## config.mk

```make
export PLATFORM = sky130hd
export DESIGN_NAME = product_accumulator
export DESIGN_NICKNAME = d
export VERILOG_FILES = /design/src/rtl/product_accumulator.sv
export SDC_FILE = /design/constraint.sdc
export NUM_CORES = 1
export LEC_CHECK = 0
export CORE_MARGIN = 5
export CORE_UTILIZATION = 45
export DETAILED_ROUTE_END_ITERATION = 12
export HOLD_SLACK_MARGIN = 0.1
export PLACE_DENSITY = 0.73
export SLEW_MARGIN = 0
export SYNTH_ARGS = -nofsm -noshare
export SYNTH_HDL_FRONTEND = slang
export SYNTH_SLANG_ARGS = --single-unit
export TNS_END_PERCENT = 100
```

## constraint.sdc

```tcl
create_clock -name clk -period 2.88 [get_ports clk]
set_input_delay 0.864 -clock clk [delete_from_list [all_inputs] [get_ports clk]]
set_output_delay 0.864 -clock clk [all_outputs]
set_load 0.01 [all_outputs]
```

## src/rtl/product_accumulator.sv

```systemverilog
// product_accumulator: sums each group of N unsigned 16-bit products from the
// multiplier stream and presents every finished sum as a held, saturating
// result with its own valid/ready handshake.
module product_accumulator #(
    parameter int unsigned N     = 8,
    parameter int unsigned ACC_W = 19
) (
    input  logic             clk,
    input  logic             reset,
    input  logic             in_valid,
    output logic             in_ready,
    input  logic [15:0]      product,
    input  logic             clear,
    output logic [ACC_W-1:0] acc_out,
    output logic             out_valid,
    input  logic             out_ready,
    output logic             overflow
);

    localparam int unsigned PROD_W = 16;
    localparam int unsigned CNT_W  = $clog2(N);
    // Sum width is wide enough for max(acc) + max(product) without wrapping.
    localparam int unsigned SUM_W  = ((ACC_W > PROD_W) ? ACC_W : PROD_W) + 1;

    localparam logic [ACC_W-1:0] ACC_MAX  = '1;
    localparam logic [CNT_W-1:0] CNT_LAST = CNT_W'(N - 1);

    typedef enum logic [0:0] {
        S_ACCUM = 1'b0,
        S_HOLD  = 1'b1
    } state_t;

    state_t             r_state;
    logic [ACC_W:0]     r_acc;
    logic [CNT_W-1:0]   r_cnt;
    logic               r_sticky;
    logic [ACC_W-1:0]   r_acc_out;
    logic               r_overflow;
    logic               r_out_valid;

    state_t             w_state_nxt;
    logic [ACC_W:0]     w_acc_nxt;
    logic [CNT_W-1:0]   w_cnt_nxt;
    logic               w_sticky_nxt;
    logic [ACC_W-1:0]   w_acc_out_nxt;
    logic               w_overflow_nxt;
    logic               w_out_valid_nxt;

    logic               w_accept;
    logic [SUM_W-1:0]   w_sum;
    logic               w_sat;
    logic [ACC_W-1:0]   w_sum_sat;

    // Ready is a pure decode of the registered state; clear only gates the accept.
    assign in_ready = (r_state == S_ACCUM);
    assign w_accept = in_ready && in_valid && !clear;

    // Running sum with clamp at the top of the result range.
    assign w_sum     = SUM_W'(r_acc) + SUM_W'(product);
    assign w_sat     = (w_sum > SUM_W'(ACC_MAX));
    assign w_sum_sat = w_sat ? ACC_MAX : w_sum[ACC_W-1:0];

    // State and datapath registers.
    always_ff @(posedge clk or posedge reset) begin
        if (reset) begin
            r_state     <= S_ACCUM;
            r_acc       <= '0;
            r_cnt       <= '0;
            r_sticky    <= 1'b0;
            r_acc_out   <= '0;
            r_overflow  <= 1'b0;
            r_out_valid <= 1'b0;
        end else begin
            r_state     <= w_state_nxt;
            r_acc       <= w_acc_nxt;
            r_cnt       <= w_cnt_nxt;
            r_sticky    <= w_sticky_nxt;
            r_acc_out   <= w_acc_out_nxt;
            r_overflow  <= w_overflow_nxt;
            r_out_valid <= w_out_valid_nxt;
        end
    end

    // Next-state and datapath update: clear beats accept and handshake.
    always_comb begin
        w_state_nxt     = r_state;
        w_acc_nxt       = r_acc;
        w_cnt_nxt       = r_cnt;
        w_sticky_nxt    = r_sticky;
        w_acc_out_nxt   = r_acc_out;
        w_overflow_nxt  = r_overflow;
        w_out_valid_nxt = r_out_valid;

        if (clear) begin
            w_state_nxt     = S_ACCUM;
            w_acc_nxt       = '0;
            w_cnt_nxt       = '0;
            w_sticky_nxt    = 1'b0;
            w_out_valid_nxt = 1'b0;
        end else begin
            case (r_state)
                S_ACCUM: begin
                    if (w_accept) begin
                        if (r_cnt == CNT_LAST) begin
                            w_acc_out_nxt   = w_sum_sat;
                            w_overflow_nxt  = r_sticky | w_sat;
                            w_acc_nxt       = '0;
                            w_cnt_nxt       = '0;
                            w_sticky_nxt    = 1'b0;
                            w_out_valid_nxt = 1'b1;
                            w_state_nxt     = S_HOLD;
                        end else begin
                            w_acc_nxt    = {1'b0, w_sum_sat};
                            w_cnt_nxt    = r_cnt + CNT_W'(1);
                            w_sticky_nxt = r_sticky | w_sat;
                        end
                    end
                end
                S_HOLD: begin
                    if (out_ready) begin
                        w_out_valid_nxt = 1'b0;
                        w_state_nxt     = S_ACCUM;
                    end
                end
                default: begin
                    w_state_nxt = S_ACCUM;
                end
            endcase
        end
    end

    assign acc_out   = r_acc_out;
    assign overflow  = r_overflow;
    assign out_valid = r_out_valid;

endmodule

```

==> flow_metrics.env, run 1 <==
export IMPL_reg2reg_slack_ns=0.69
export IMPL_syn_cell_area_sq_um=2700
export IMPL_synth_warning_count=0
export IMPL_power_frac_clock_pct=25.7
export IMPL_max_slew_margin_rel_pct=42.5
export IMPL_syn_nets=334
export IMPL_ys_ff_latch=45
export IMPL_hold_class="flip-flop to flip-flop"
export IMPL_synth_seq_area_share_pct=41.8
export IMPL_n_antenna_cell=0
export IMPL_synthArstFlopShare_pct=100
export IMPL_start_kind="input pin"
export IMPL_area_growth_pct=40.5
export IMPL_final_common_cell="buf_4"
export IMPL_hpwl_microns=5330
export IMPL_antenna_found_initial=0
export IMPL_reg2regPathDepth=8
export IMPL_wl_per_cell_microns=15.2
export IMPL_cts_htree_levels=2
export IMPL_synth_avg_cell_area_sq_um=9.17
export IMPL_setup_viol=0
export IMPL_root_buffer="clkbuf_8"
export IMPL_start_util_pct=45.8
export IMPL_totalWireLength_microns=7030
export IMPL_timing_rr_start="r_acc[10]$_DFFE_PP0P_"
export IMPL_status="finished, final reports clean"
export IMPL_chipHeight_microns=87.4
export IMPL_power_leakage_nw=1.83
export IMPL_cts_sinks=45
export IMPL_ctsHoldBuffers=0
export IMPL_netSwitchingPower_uw=619
export IMPL_die_w_microns=87.4
export IMPL_max_freq_mhz=359
export IMPL_cts_clk_slew_worst_paths_ns=0.09
export IMPL_ios=43
export IMPL_syn_inst=294
export IMPL_tns_ns=0
export IMPL_ys_flop_type="dfrtp_1"
export IMPL_worst_pin_slew_ns=0.860
export IMPL_viasPerCell=5.51
export IMPL_dp_slack_ns=-0.306
export IMPL_layout_common_cells="buf_4, dfrtp_1, clkdlybuf4s50_1"
export IMPL_grt_ovfl_total=0
export IMPL_p_seq_share_pct=35.6
export IMPL_grt_pass1_wl_microns=11600
export IMPL_cts_tree="built"
export IMPL_ant_nets=0
export IMPL_numCtsBuffers=5
export IMPL_skew_ns=0.00589
export IMPL_drtPass1Iterations=4
export IMPL_maxCapViolCount=0
export IMPL_r2r_end="acc_out[15]$_DFFE_PP0P_"
export IMPL_clk_latency_ns=0.30
export IMPL_synth_edf_count=0
export IMPL_cp_max_fo=3
export IMPL_rows=28
export IMPL_p_int_mw=1.35
export IMPL_die_area_sq_um=7640
export IMPL_core_area_sq_um=5890
export IMPL_finalCritPeriodShare_pct=96.7
export IMPL_power_density_nw_per_um2=521
export IMPL_nets=427
export IMPL_hold_violations=0
export IMPL_required_ns=3.07
export IMPL_n_fill_cell=478
export IMPL_hold_ws_ns=0.490
export IMPL_io_buffers=42
export IMPL_finalWorstSetupSlack_ns=0.0964
export IMPL_grt_max_degree=35
export IMPL_irDropWorstVdd_mv=0.263
export IMPL_first_iter_violations=83
export IMPL_drive_above_1_share_pct=22.7
export IMPL_swShare_pct=31.4
export IMPL_vias=2551
export IMPL_arrival_ns=2.97
export IMPL_drc_errors=0
export IMPL_fin_crit_ns=2.78
export IMPL_critPathKind="input pin to flip-flop"
export IMPL_hold_path_depth=1
export IMPL_gr_usage_all_layers_pct=19.1
export IMPL_drv_slew=0
export IMPL_grt_pass1_vias=2526
export IMPL_share_comb_of_total_power_pct=38.7
export IMPL_synth_distinct_cells=42
export IMPL_fin_util_pct=64.3
export IMPL_whs_endpoint="r_acc[12]$_DFFE_PP0P_"
export IMPL_clockBufferDepth=2
export IMPL_gp_congestion=0.934
export IMPL_holdCritStartpoint="r_acc[12]$_DFFE_PP0P_"
export IMPL_worstSetupEndpointType="flip-flop"
power groups by stage:
stage          clock network [mW]  logic (mW)  registers [mW]
6_report                    0.507       0.763           0.702
5_1_grt                     0.543       0.828           0.708
4_1_cts                     0.518       0.729           0.701
3_5_place_dp                    0       0.719           0.713
3_3_place_gp                    0       0.705           0.711
2_1_floorplan                   0       0.375           0.704
state kept, by name, summed over array words and instances, names as in the netlist:
| register | count |
|---|---|
| acc_out | 19 |
| r_cnt | 3 |
| r_state | 1 |
| overflow | 1 |
| r_acc | 19 |
| out_valid | 1 |
| r_sticky | 1 |
synthesized netlist by cell type (3+ instances only):
cell type	number	area [sq um]
and2_1	4	25.0
a21oi_1	38	190
dfrtp_1	45	1130
nand3_1	3	15.0
xor2_1	7	61.3
clkbuf_1	7	26.3
nor2_1	36	135
a31oi_1	17	106
a21o_1	19	143
buf_2	6	30.0
nand2_1	21	78.8
ha_1	18	225
o21a_1	3	22.5
xnor2_1	7	61.3
o21ai_0	13	65.1
inv_1	7	26.3
nand4_1	5	31.3
nor2b_1	4	25.0
worst max path at each step:
| stage | start | end | cells after the start |
|---|---|---|---|
| floorplan | product[0] | r_acc[10]$_DFFE_PP0P_ | 9 |
| detailed placement | product[0] | r_acc[6]$_DFFE_PP0P_ | 10 |
| global route | product[1] | acc_out[15]$_DFFE_PP0P_ | 10 |
| CTS | product[0] | r_acc[18]$_DFFE_PP0P_ | 10 |
| global placement | product[0] | r_acc[6]$_DFFE_PP0P_ | 10 |
| finish | product[1] | r_acc[18]$_DFFE_PP0P_ | 10 |
final cells by class:
type | instances | area [sq um] | area share, %
clock inverters | 2 | 37.5 | 0.991
clock buffers | 6 | 82.6 | 2.18
well taps | 75 | 93.8 | 2.48
flip-flops and latches | 45 | 1130 | 29.7
repair buffers | 102 | 908 | 24.0
inverters | 7 | 26.3 | 0.694
multi-input cells | 226 | 1510 | 39.9
per-stage QoR:
stage               cell area (sq um)  instances  power, mW
finish                           3790        463       1.97
global route                     3790        463       2.08
CTS                              3730        462       1.95
detailed placement               3600        454       1.43
global placement                 3600        454       1.42
floorplan                        2700        294       1.08
logic make-up after synthesis:
logic type | Yosys count | synth area share [%]
AND/OR/NAND/NOR | 80 | 13.4
flip-flops | 45 | 41.8
adder cells (fa/ha/maj) | 19 | 9.10
multiplexers | 3 | 1.16
XOR/XNOR | 14 | 4.55
buffers and inverters | 23 | 4.18
AO/OA/AOI/OAI | 110 | 25.9
timing repair:
item                       CTS  global route
cloned                       0             0
setup endpoints to repair    1            15
buffers inserted             0             1
resized for setup            1            13
pin swaps                    0             6
worst max-delay path, stage by stage:
cell and delay (ns):
clkdlybuf4s50_1 0.45, buf_4 0.16, fa_2 0.40, nand3_2 0.09, a21oi_1 0.07, o211ai_1 0.33
a21oi_2 0.13, nor2_2 0.20, o21ai_1 0.10, a22o_1 0.18
routing by layer:
metal / routed length (microns) / vias up / track usage, % / share of wire (%)
li1: - / 1244 / - / -
met4: 69 / 0 / 5.44 / 0.98
met3: 352 / 6 / 2.55 / 5.0
met5: 0 / - / 0 / 0
met2: 3380 / 85 / 31.2 / 48
met1: 3220 / 1216 / 26.3 / 46
(Power assumes the default switching activity.)
==> inputs of run 2 (changes only) <==
--- a/config.mk
+++ b/config.mk
@@ -6,10 +6,10 @@
 export NUM_CORES = 1
 export LEC_CHECK = 0
 export CORE_MARGIN = 5
-export CORE_UTILIZATION = 45
+export CORE_UTILIZATION = 25
 export DETAILED_ROUTE_END_ITERATION = 12
 export HOLD_SLACK_MARGIN = 0.1
-export PLACE_DENSITY = 0.73
+export PLACE_DENSITY = 0.47
 export SLEW_MARGIN = 0
 export SYNTH_ARGS = -nofsm -noshare
 export SYNTH_HDL_FRONTEND = slang
==> flow_metrics.env, run 2 (same netlist as run 1, synthesis figures left out) <==
export IMPL_status="finished, final reports clean"
export IMPL_setup_viol=0
export IMPL_chipHeight_microns=114
export IMPL_io_buffers=42
export IMPL_numCtsBuffers=5
export IMPL_fin_util_pct=36.1
export IMPL_drive_above_1_share_pct=23.5
export IMPL_worst_pin_slew_ns=0.844
export IMPL_nets=428
export IMPL_reg2regPathDepth=8
export IMPL_r2r_end="acc_out[3]$_DFFE_PP0P_"
export IMPL_p_int_mw=1.32
export IMPL_dp_slack_ns=-0.341
export IMPL_gr_usage_all_layers_pct=12.0
export IMPL_fin_crit_ns=2.81
export IMPL_die_w_microns=114
export IMPL_power_frac_clock_pct=24.5
export IMPL_rows=38
export IMPL_totalWireLength_microns=7460
export IMPL_power_density_nw_per_um2=505
export IMPL_n_fill_cell=1088
export IMPL_gp_congestion=0.823
export IMPL_core_area_sq_um=10700
export IMPL_vias=2448
export IMPL_final_common_cell="buf_4"
export IMPL_grt_max_degree=31
export IMPL_cts_tree="built"
export IMPL_layout_common_cells="buf_4, dfrtp_1, clkdlybuf4s50_1"
export IMPL_swShare_pct=31.9
export IMPL_first_iter_violations=131
export IMPL_drc_errors=0
export IMPL_ant_nets=0
export IMPL_worstSetupEndpointType="flip-flop"
export IMPL_n_antenna_cell=0
export IMPL_cts_htree_levels=2
export IMPL_share_comb_of_total_power_pct=39.5
export IMPL_area_growth_pct=43.1
export IMPL_post_cts_buffers=0
export IMPL_max_freq_mhz=355
export IMPL_root_buffer="clkbuf_8"
export IMPL_hold_class="flip-flop to flip-flop"
export IMPL_skew_ns=0.00783
export IMPL_cp_max_fo=14
export IMPL_irDropWorstVdd_mv=0.184
export IMPL_totalPowerFinal_mw=1.95
export IMPL_start_util_pct=25.2
export IMPL_antenna_found_initial=0
export IMPL_finalWorstSetupSlack_ns=0.0665
export IMPL_critPathCapture="acc_out[3]$_DFFE_PP0P_"
export IMPL_cts_sinks=45
export IMPL_arrival_ns=3.04
export IMPL_drv_slew=0
export IMPL_viasPerCell=4.64
export IMPL_finalCritPeriodShare_pct=97.7
export IMPL_required_ns=3.10
export IMPL_power_leakage_nw=1.84
export IMPL_max_slew_margin_rel_pct=43.5
export IMPL_rsz0062_at_grt="true"
export IMPL_hpwl_microns=5800
export IMPL_clockBufferDepth=2
export IMPL_multi_input_area_sq_um=1530
export IMPL_netSwitchingPower_uw=622
export IMPL_reg2reg_slack_ns=0.65
export IMPL_ios=43
export IMPL_critPathKind="input pin to flip-flop"
export IMPL_drtPass1Iterations=4
export IMPL_grt_pass1_wl_microns=12600
export IMPL_clk_latency_ns=0.30
export IMPL_timing_rr_start="r_acc[10]$_DFFE_PP0P_"
export IMPL_seq_area_sq_um=1130
export IMPL_hold_violations=0
export IMPL_ctsHoldBuffers=0
export IMPL_wl_per_cell_microns=14.1
export IMPL_critPathLaunch="product[10]"
export IMPL_cts_clk_slew_worst_paths_ns=0.09
export IMPL_grt_pass1_vias=2477
export IMPL_p_seq_share_pct=35.9
export IMPL_maxCapViolCount=0
export IMPL_grt_ovfl_total=0
export IMPL_die_area_sq_um=13000
export IMPL_start_kind="input pin"
## run 2: cell types whose count changed in the layout (fill, tap and decap cells not counted), sizes merged
cell,previous run,this run
inv,6,7
clkbuf,6,5
buf,60,61
clkinvlp,1,0
dlymetal6s2s,0,1
clkdlybuf4s50,42,41
## run 2: what timing repair did
| item | CTS | global route |
|---|---|---|
| resized for setup | 2 | 16 |
| pin swaps | 0 | 6 |
| endpoints found under the setup margin | 2 | 34 |
## run 2: final cells by class
| type | instances | area share, % |
|---|---|---|
| inverters | 7 | 0.681 |
| multi-input cells | 226 | 39.7 |
| repair buffers | 103 | 23.2 |
| clock buffers | 5 | 1.78 |
| well taps | 140 | 4.54 |
| flip-flops and latches | 45 | 29.2 |
| clock inverters | 2 | 0.908 |
## run 2: worst min path at each step
stage                                     start                    end  slack (ns)  cells after the start
final                     r_acc[13]$_DFFE_PP0P_  r_acc[13]$_DFFE_PP0P_        0.49                      1
after global placement    r_acc[11]$_DFFE_PP0P_  r_acc[11]$_DFFE_PP0P_        0.46                      1
after floorplan           r_acc[10]$_DFFE_PP0P_  r_acc[10]$_DFFE_PP0P_        0.45                      1
after global routing      r_acc[14]$_DFFE_PP0P_  r_acc[14]$_DFFE_PP0P_        0.51                      1
after detailed placement   r_acc[3]$_DFFE_PP0P_   r_acc[3]$_DFFE_PP0P_        0.47                      1
after CTS                  r_acc[9]$_DFFE_PP0P_   r_acc[9]$_DFFE_PP0P_        0.49                      1
## run 2: power by group through the flow
stage                     Combinational [mW]  Clock (mW)  Sequential [mW]
after global routing                   0.848       0.524            0.707
after floorplan                        0.375           0            0.704
after global placement                 0.735           0            0.711
after CTS                              0.747       0.497            0.699
after detailed placement               0.733           0            0.711
final                                  0.770       0.477            0.700
## run 2: metal layers
metal	routed length (microns)	global-route usage (%)	vias up
met1	3790	17.1	1149
met2	3300	18.8	50
met4	77	3.33	0
met3	283	2.02	5
met5	0	0	-
li1	-	-	1244
## run 2: critical path: stages
cell and delay, ns:
clkdlybuf4s50_1 0.43, ha_2 0.39, nand4_1 0.20, o221ai_2 0.28, a21oi_4 0.08, o31a_1 0.33
buf_12 0.17, buf_4 0.16, a31oi_1 0.13
## run 2: metrics by stage
step	area, sq um	hold slack [ns]	setup TNS, ns	cells
after floorplan	2700	0.453	0	294
after global placement	3680	0.464	-9.33	521
after detailed placement	3680	0.470	-8.98	521
after CTS	3790	0.493	0	528
after global routing	3860	0.507	-0.0431	528
final	3860	0.488	0	528
==> RTL edit 1 (config.mk and constraints of run 1) <==
Register the output `overflow` once more, cleared by the reset; this adds one clock of latency there. The other outputs are not delayed to match.
--- a/src/rtl/product_accumulator.sv
+++ b/src/rtl/product_accumulator.sv
@@ -130,7 +130,13 @@
     end
 
     assign acc_out   = r_acc_out;
-    assign overflow  = r_overflow;
+    always_ff @(posedge clk or posedge reset) begin
+        if (reset) begin
+            overflow <= '0;
+        end else begin
+            overflow <= r_overflow;
+        end
+    end
     assign out_valid = r_out_valid;
 
 endmodule
Behaviour: same outputs for any inputs over 4 cycles, from zero or initial values and one cycle with reset high; that may be too few to reach the edited logic, so the function may still have changed.
==> RTL edit 1 against run 1 <==
Combinational power hardly changed; routed wire length is 0.87% higher; worst hold slack worse by 0.093 ns; cell area is 0.53% lower; sequential cell count is 1 higher; die area is 0.83% higher; maximum frequency is 0.31% lower; total power is 4.2% lower; area after synthesis is 0.93% higher; setup slack worse by 0.0087 ns.
==> RTL edit 1: results (changes against run 1) <==
metric,value,unit,change
first_pass_iters,4,,unchanged
p_leak,0.00183,uW,-0.19%
wl,7090,um,+0.87%
wl_met2,3340,um,-1.4%
fin_nets,423,,-0.94%
instances_no_fill,459,,-0.86%
dp_slack,-0.299,ns,+0.00772 ns
post_cts_resized,0,,-1
grt_max_degree,47,,+34%
ys_async_sr_fraction,100,%,unchanged
hold_path_class,flip-flop to flip-flop,,
numCtsBuffers,5,,unchanged
n_fill_cell,508,,+6.3%
wl_met3,360,um,+2.3%
drt_iter0_drc,112,,+35%
place_inst,451,,-0.66%
final.period_utilization,97.0,%,+0.30 points
clkLatencyLatePin,0.30,ns,about the same
drv_cap,0,,unchanged
synth.area.top_cells,"dfrtp_1, ha_1, a21oi_1, a21o_1, nor2_1",,
grt_util_met1,26.6,%,+0.26 points
peakVddDrop,0.261,mV,-0.64%
wl_met1,3230,um,+0.34%
synth_nets,335,,+0.30%
status,"complete, no violations",,
synth_commonest_cells,"dfrtp_1, a21oi_1, nor2_1",,
fin_skew,0.00850,ns,+0.00261 ns
grt_pass1_vias,2550,,+0.95%
vias,2511,,-1.6%
whs,0.397,ns,-0.0926 ns
dp_hpwl,5190,um,-2.6%
synthCells,295,,+0.34%
postCtsSetupBuffers,0,,unchanged
r2r_slack,0.66,ns,-0.03 ns
gp_congestion,0.900,,-3.7%
use_met3,3.29,%,+0.74 points
worst_slew_pin_slew,1.11,ns,+0.246 ns
grtUsageTotal,19.5,%,+0.47 points
worstPathMaxFanout,6,,+3
grt_pass1_wl,11900,um,+2.6%
met2_usage,31.6,%,+0.41 points
max_stage_delay,0.42,ns,-0.03 ns
highest_layer,met4,,
port_buffers,42,,unchanged
drive_gt1_share,22.1,%,-0.54 points
ys_seq_area_share,42.3,%,+0.54 points
critical_path_arrival,2.99,ns,+0.02 ns
synth_cell_types,42,,unchanged
cts_root_buf,clkbuf_8,,
==> RTL edit 1: cell types whose count changed after synthesis <==
cell	delta
dfrtp_1	+1
==> RTL edit 1: worst paths after layout <==
path,cells past startpoint,start,to
max,9,product[9],r_acc[18]
min,0,r_overflow,overflow
max reg2reg,9,r_acc[1],acc_out[15]
min reg2reg,0,r_overflow,overflow
max in group asynchronous,3,reset,r_acc[5]
min in group asynchronous,3,reset,overflow
==> RTL edit 1: area by class of cell <==
type                            instances  share of cell area, %
Clock buffer                            5                   1.83
Timing Repair Buffer                   97                   22.8
Inverter                                7                  0.697
Clock inverter                          3                  0.565
Sequential cell                        46                   30.6
Multi-Input combinational cell        226                   41.0
Tap cell                               75                   2.49
==> RTL edit 1: cells by family after synthesis <==
kind of cell / after synthesis / share of synthesized area (%)
compound gates: 110 / 25.7
xor+xnor: 14 / 4.51
fa+ha+maj: 19 / 9.01
buf+inv: 23 / 4.14
flops: 46 / 42.3
mux: 3 / 1.15
simple gates: 80 / 13.2
==> RTL edit 1: through the flow <==
step / TNS (ns) / power [uW] / cell area (um^2) / util [%]
after floorplan: 0 / 1090 / 2720 / -
after global placement: -5.89 / 1420 / 3590 / 60.9
after detailed placement: -8.33 / 1430 / 3590 / 60.9
after CTS: 0 / 1840 / 3680 / 62.5
after global routing: -0.0861 / 2010 / 3770 / 64.0
final: 0 / 1890 / 3770 / 64.0
==> RTL edit 1: power by group <==
| group | switching (uW) | leakage, uW | internal (uW) |
|---|---|---|---|
| logic | 371 | 0.00115 | 392 |
| clock network | 240 | 0.0000441 | 171 |
| registers | 29.1 | 0.000630 | 686 |
| total | 640 | 0.00183 | 1250 |
==> RTL edit 2 (settings of run 1) <==
Made on the original files. `PROD_W`: 16 -> 20.
--- a/src/rtl/product_accumulator.sv
+++ b/src/rtl/product_accumulator.sv
@@ -17,7 +17,7 @@
     output logic             overflow
 );
 
-    localparam int unsigned PROD_W = 16;
+    localparam int unsigned PROD_W = 20;
     localparam int unsigned CNT_W  = $clog2(N);
     // Sum width is wide enough for max(acc) + max(product) without wrapping.
     localparam int unsigned SUM_W  = ((ACC_W > PROD_W) ? ACC_W : PROD_W) + 1;
Function: same outputs for any inputs over 4 cycles, from zero or initial values and one cycle with reset high; that may be too few to reach the edited logic, so the function may still have changed.
==> RTL edit 2 against run 1 <==
Total power increased by 0.69%; cell area increased by 6.4%; clock skew is 0.0023 ns lower; worst hold slack got worse by 0.0059 ns; setup slack got worse by 0.071 ns; core utilization is 0.17 points lower; routed wire length is 16% higher; critical path depth down 2; first-iteration DRC count rose by 89%; clock power is 14% higher; area after synthesis grew 6.9%; sequential cell count unchanged; sequential power shrank 0.6%.
==> RTL edit 2: results (changes against run 1) <==
metric,value,unit,change
synth_commonest_cells,"dfrtp_1, nand2_1, nor2_1",,
r2r-start,r_acc[5],,
whs,0.484,ns,-0.00587 ns
critical_path_arrival,3.03,ns,+0.06 ns
dp_slack,-0.459,ns,-0.152 ns
syn_area_per_cell,8.95,um^2,-2.4%
hold-path-endpoint,acc_out[4],,
synth_cell_types,51,,+21%
max_slew_margin,58.5,%,+16 points
worstPathMaxFanout,5,,+2
r2r_slack,0.63,ns,-0.06 ns
fin_skew,0.00357,ns,-0.00232 ns
grt_pass1_wl,13200,um,+14%
synth.area.mux_share,1.39,%,+0.23 points
peakVddDrop,0.348,mV,+33%
cts_root_buf,clkbuf_8,,
vias,2714,,+6.4%
wl,8170,um,+16%
ys_seq_area_share,39.1,%,-2.7 points
synth_compound_area_share,24.1,%,-1.8 points
p_leak,0.00180,uW,-1.4%
grt_max_degree,24,,-31%
r2r_cells,7,,-1
ys_async_sr_fraction,100,%,unchanged
synth.area.top_cells,"dfrtp_1, ha_1, nand2_1, a21oi_1, o21ai_0",,
synth_nets,362,,+8.4%
worst_r2r_endpoint,acc_out[12],,
status,"complete, no violations",,
fin_nets,448,,+4.9%
dp_hpwl,6150,um,+15%
drive_gt1_share,25.9,%,+3.2 points
drt_iter0_drc,157,,+89%
worstHoldPathCells,2,,+1
hold_path.startpoint,acc_out[4],,
synth_xor_area_share,3.95,%,-0.60 points
clkLatencyLatePin,0.30,ns,about the same
==> RTL edit 2: worst max-delay path by stage <==
| stage | start | endpoint | slack, ns | cells after the start |
|---|---|---|---|---|
| final | product[5] | acc_out[12] | 0.02 | 8 |
| after global placement | product[3] | r_acc[17] | -0.40 | 8 |
| after floorplan | product[7] | r_acc[12] | 0.25 | 7 |
| after global routing | product[5] | acc_out[12] | -0.04 | 8 |
| after detailed placement | product[3] | acc_out[17] | -0.46 | 8 |
| after CTS | product[10] | r_acc[1] | 0.007 | 9 |
==> RTL edit 2: metal layers <==
metal  wire length (um)  track usage [%]  up-vias
met2               3910             32.1       92
met1               3600             26.9     1278
met5                  0                0        -
met3                516             3.67       12
li1                   -                -     1332
met4                138             5.09        0
==> RTL edit 2: logic make-up (layout without fill, tap and decap cells) <==
kind of cell	Yosys count	count (layout)
adders and majority gates	19	19
buffers and inverters	23	110
DFF	45	45
xor gates and xnor gates	13	13
AOI/OAI and AO/OA	105	105
and+or+nand+nor	113	113
muxes	4	4
==> RTL edit 2: what timing repair did <==
action,in CTS,in global routing
pin swaps,1,11
buffers inserted,0,4
cloned,0,1
endpoints found under the setup margin,14,35
gates resized for setup,7,22
==> RTL edit 2: per-stage QoR <==
step                instance area [um^2]  cells  utilization (%)  setup TNS (ns)
global route                        4030    486             64.2          -0.241
global placement                    3710    473             59.1           -9.94
detailed placement                  3710    473             59.1          -11.17
CTS                                 3860    481             61.6               0
finish                              4030    486             64.2               0
floorplan                           2880    322                -               0
==> RTL edit 2: report_power, final <==
group	leakage, uW	switching (uW)	internal, uW	total (uW)
logic	0.00112	358	353	711
registers	0.000616	29.8	668	698
clock network	0.0000681	231	345	576
==> RTL edit 2: cell type report <==
type	instances	area, um^2
clock buffer	5	68.8
inverter	6	22.5
clock inverter	3	65.1
tap	77	96.3
sequential	45	1130
multi-input combinational	254	1780
timing repair buffer	96	872
fill	545	2250
==> RTL edit 2: worst max-delay path, stage by stage <==
cell	delay [ns]
clkdlybuf4s50_1	0.41
ha_1	0.36
a21o_1	0.19
or2_0	0.22
o21a_1	0.20
or3_1	0.37
a211oi_2	0.28
o21ai_0	0.13
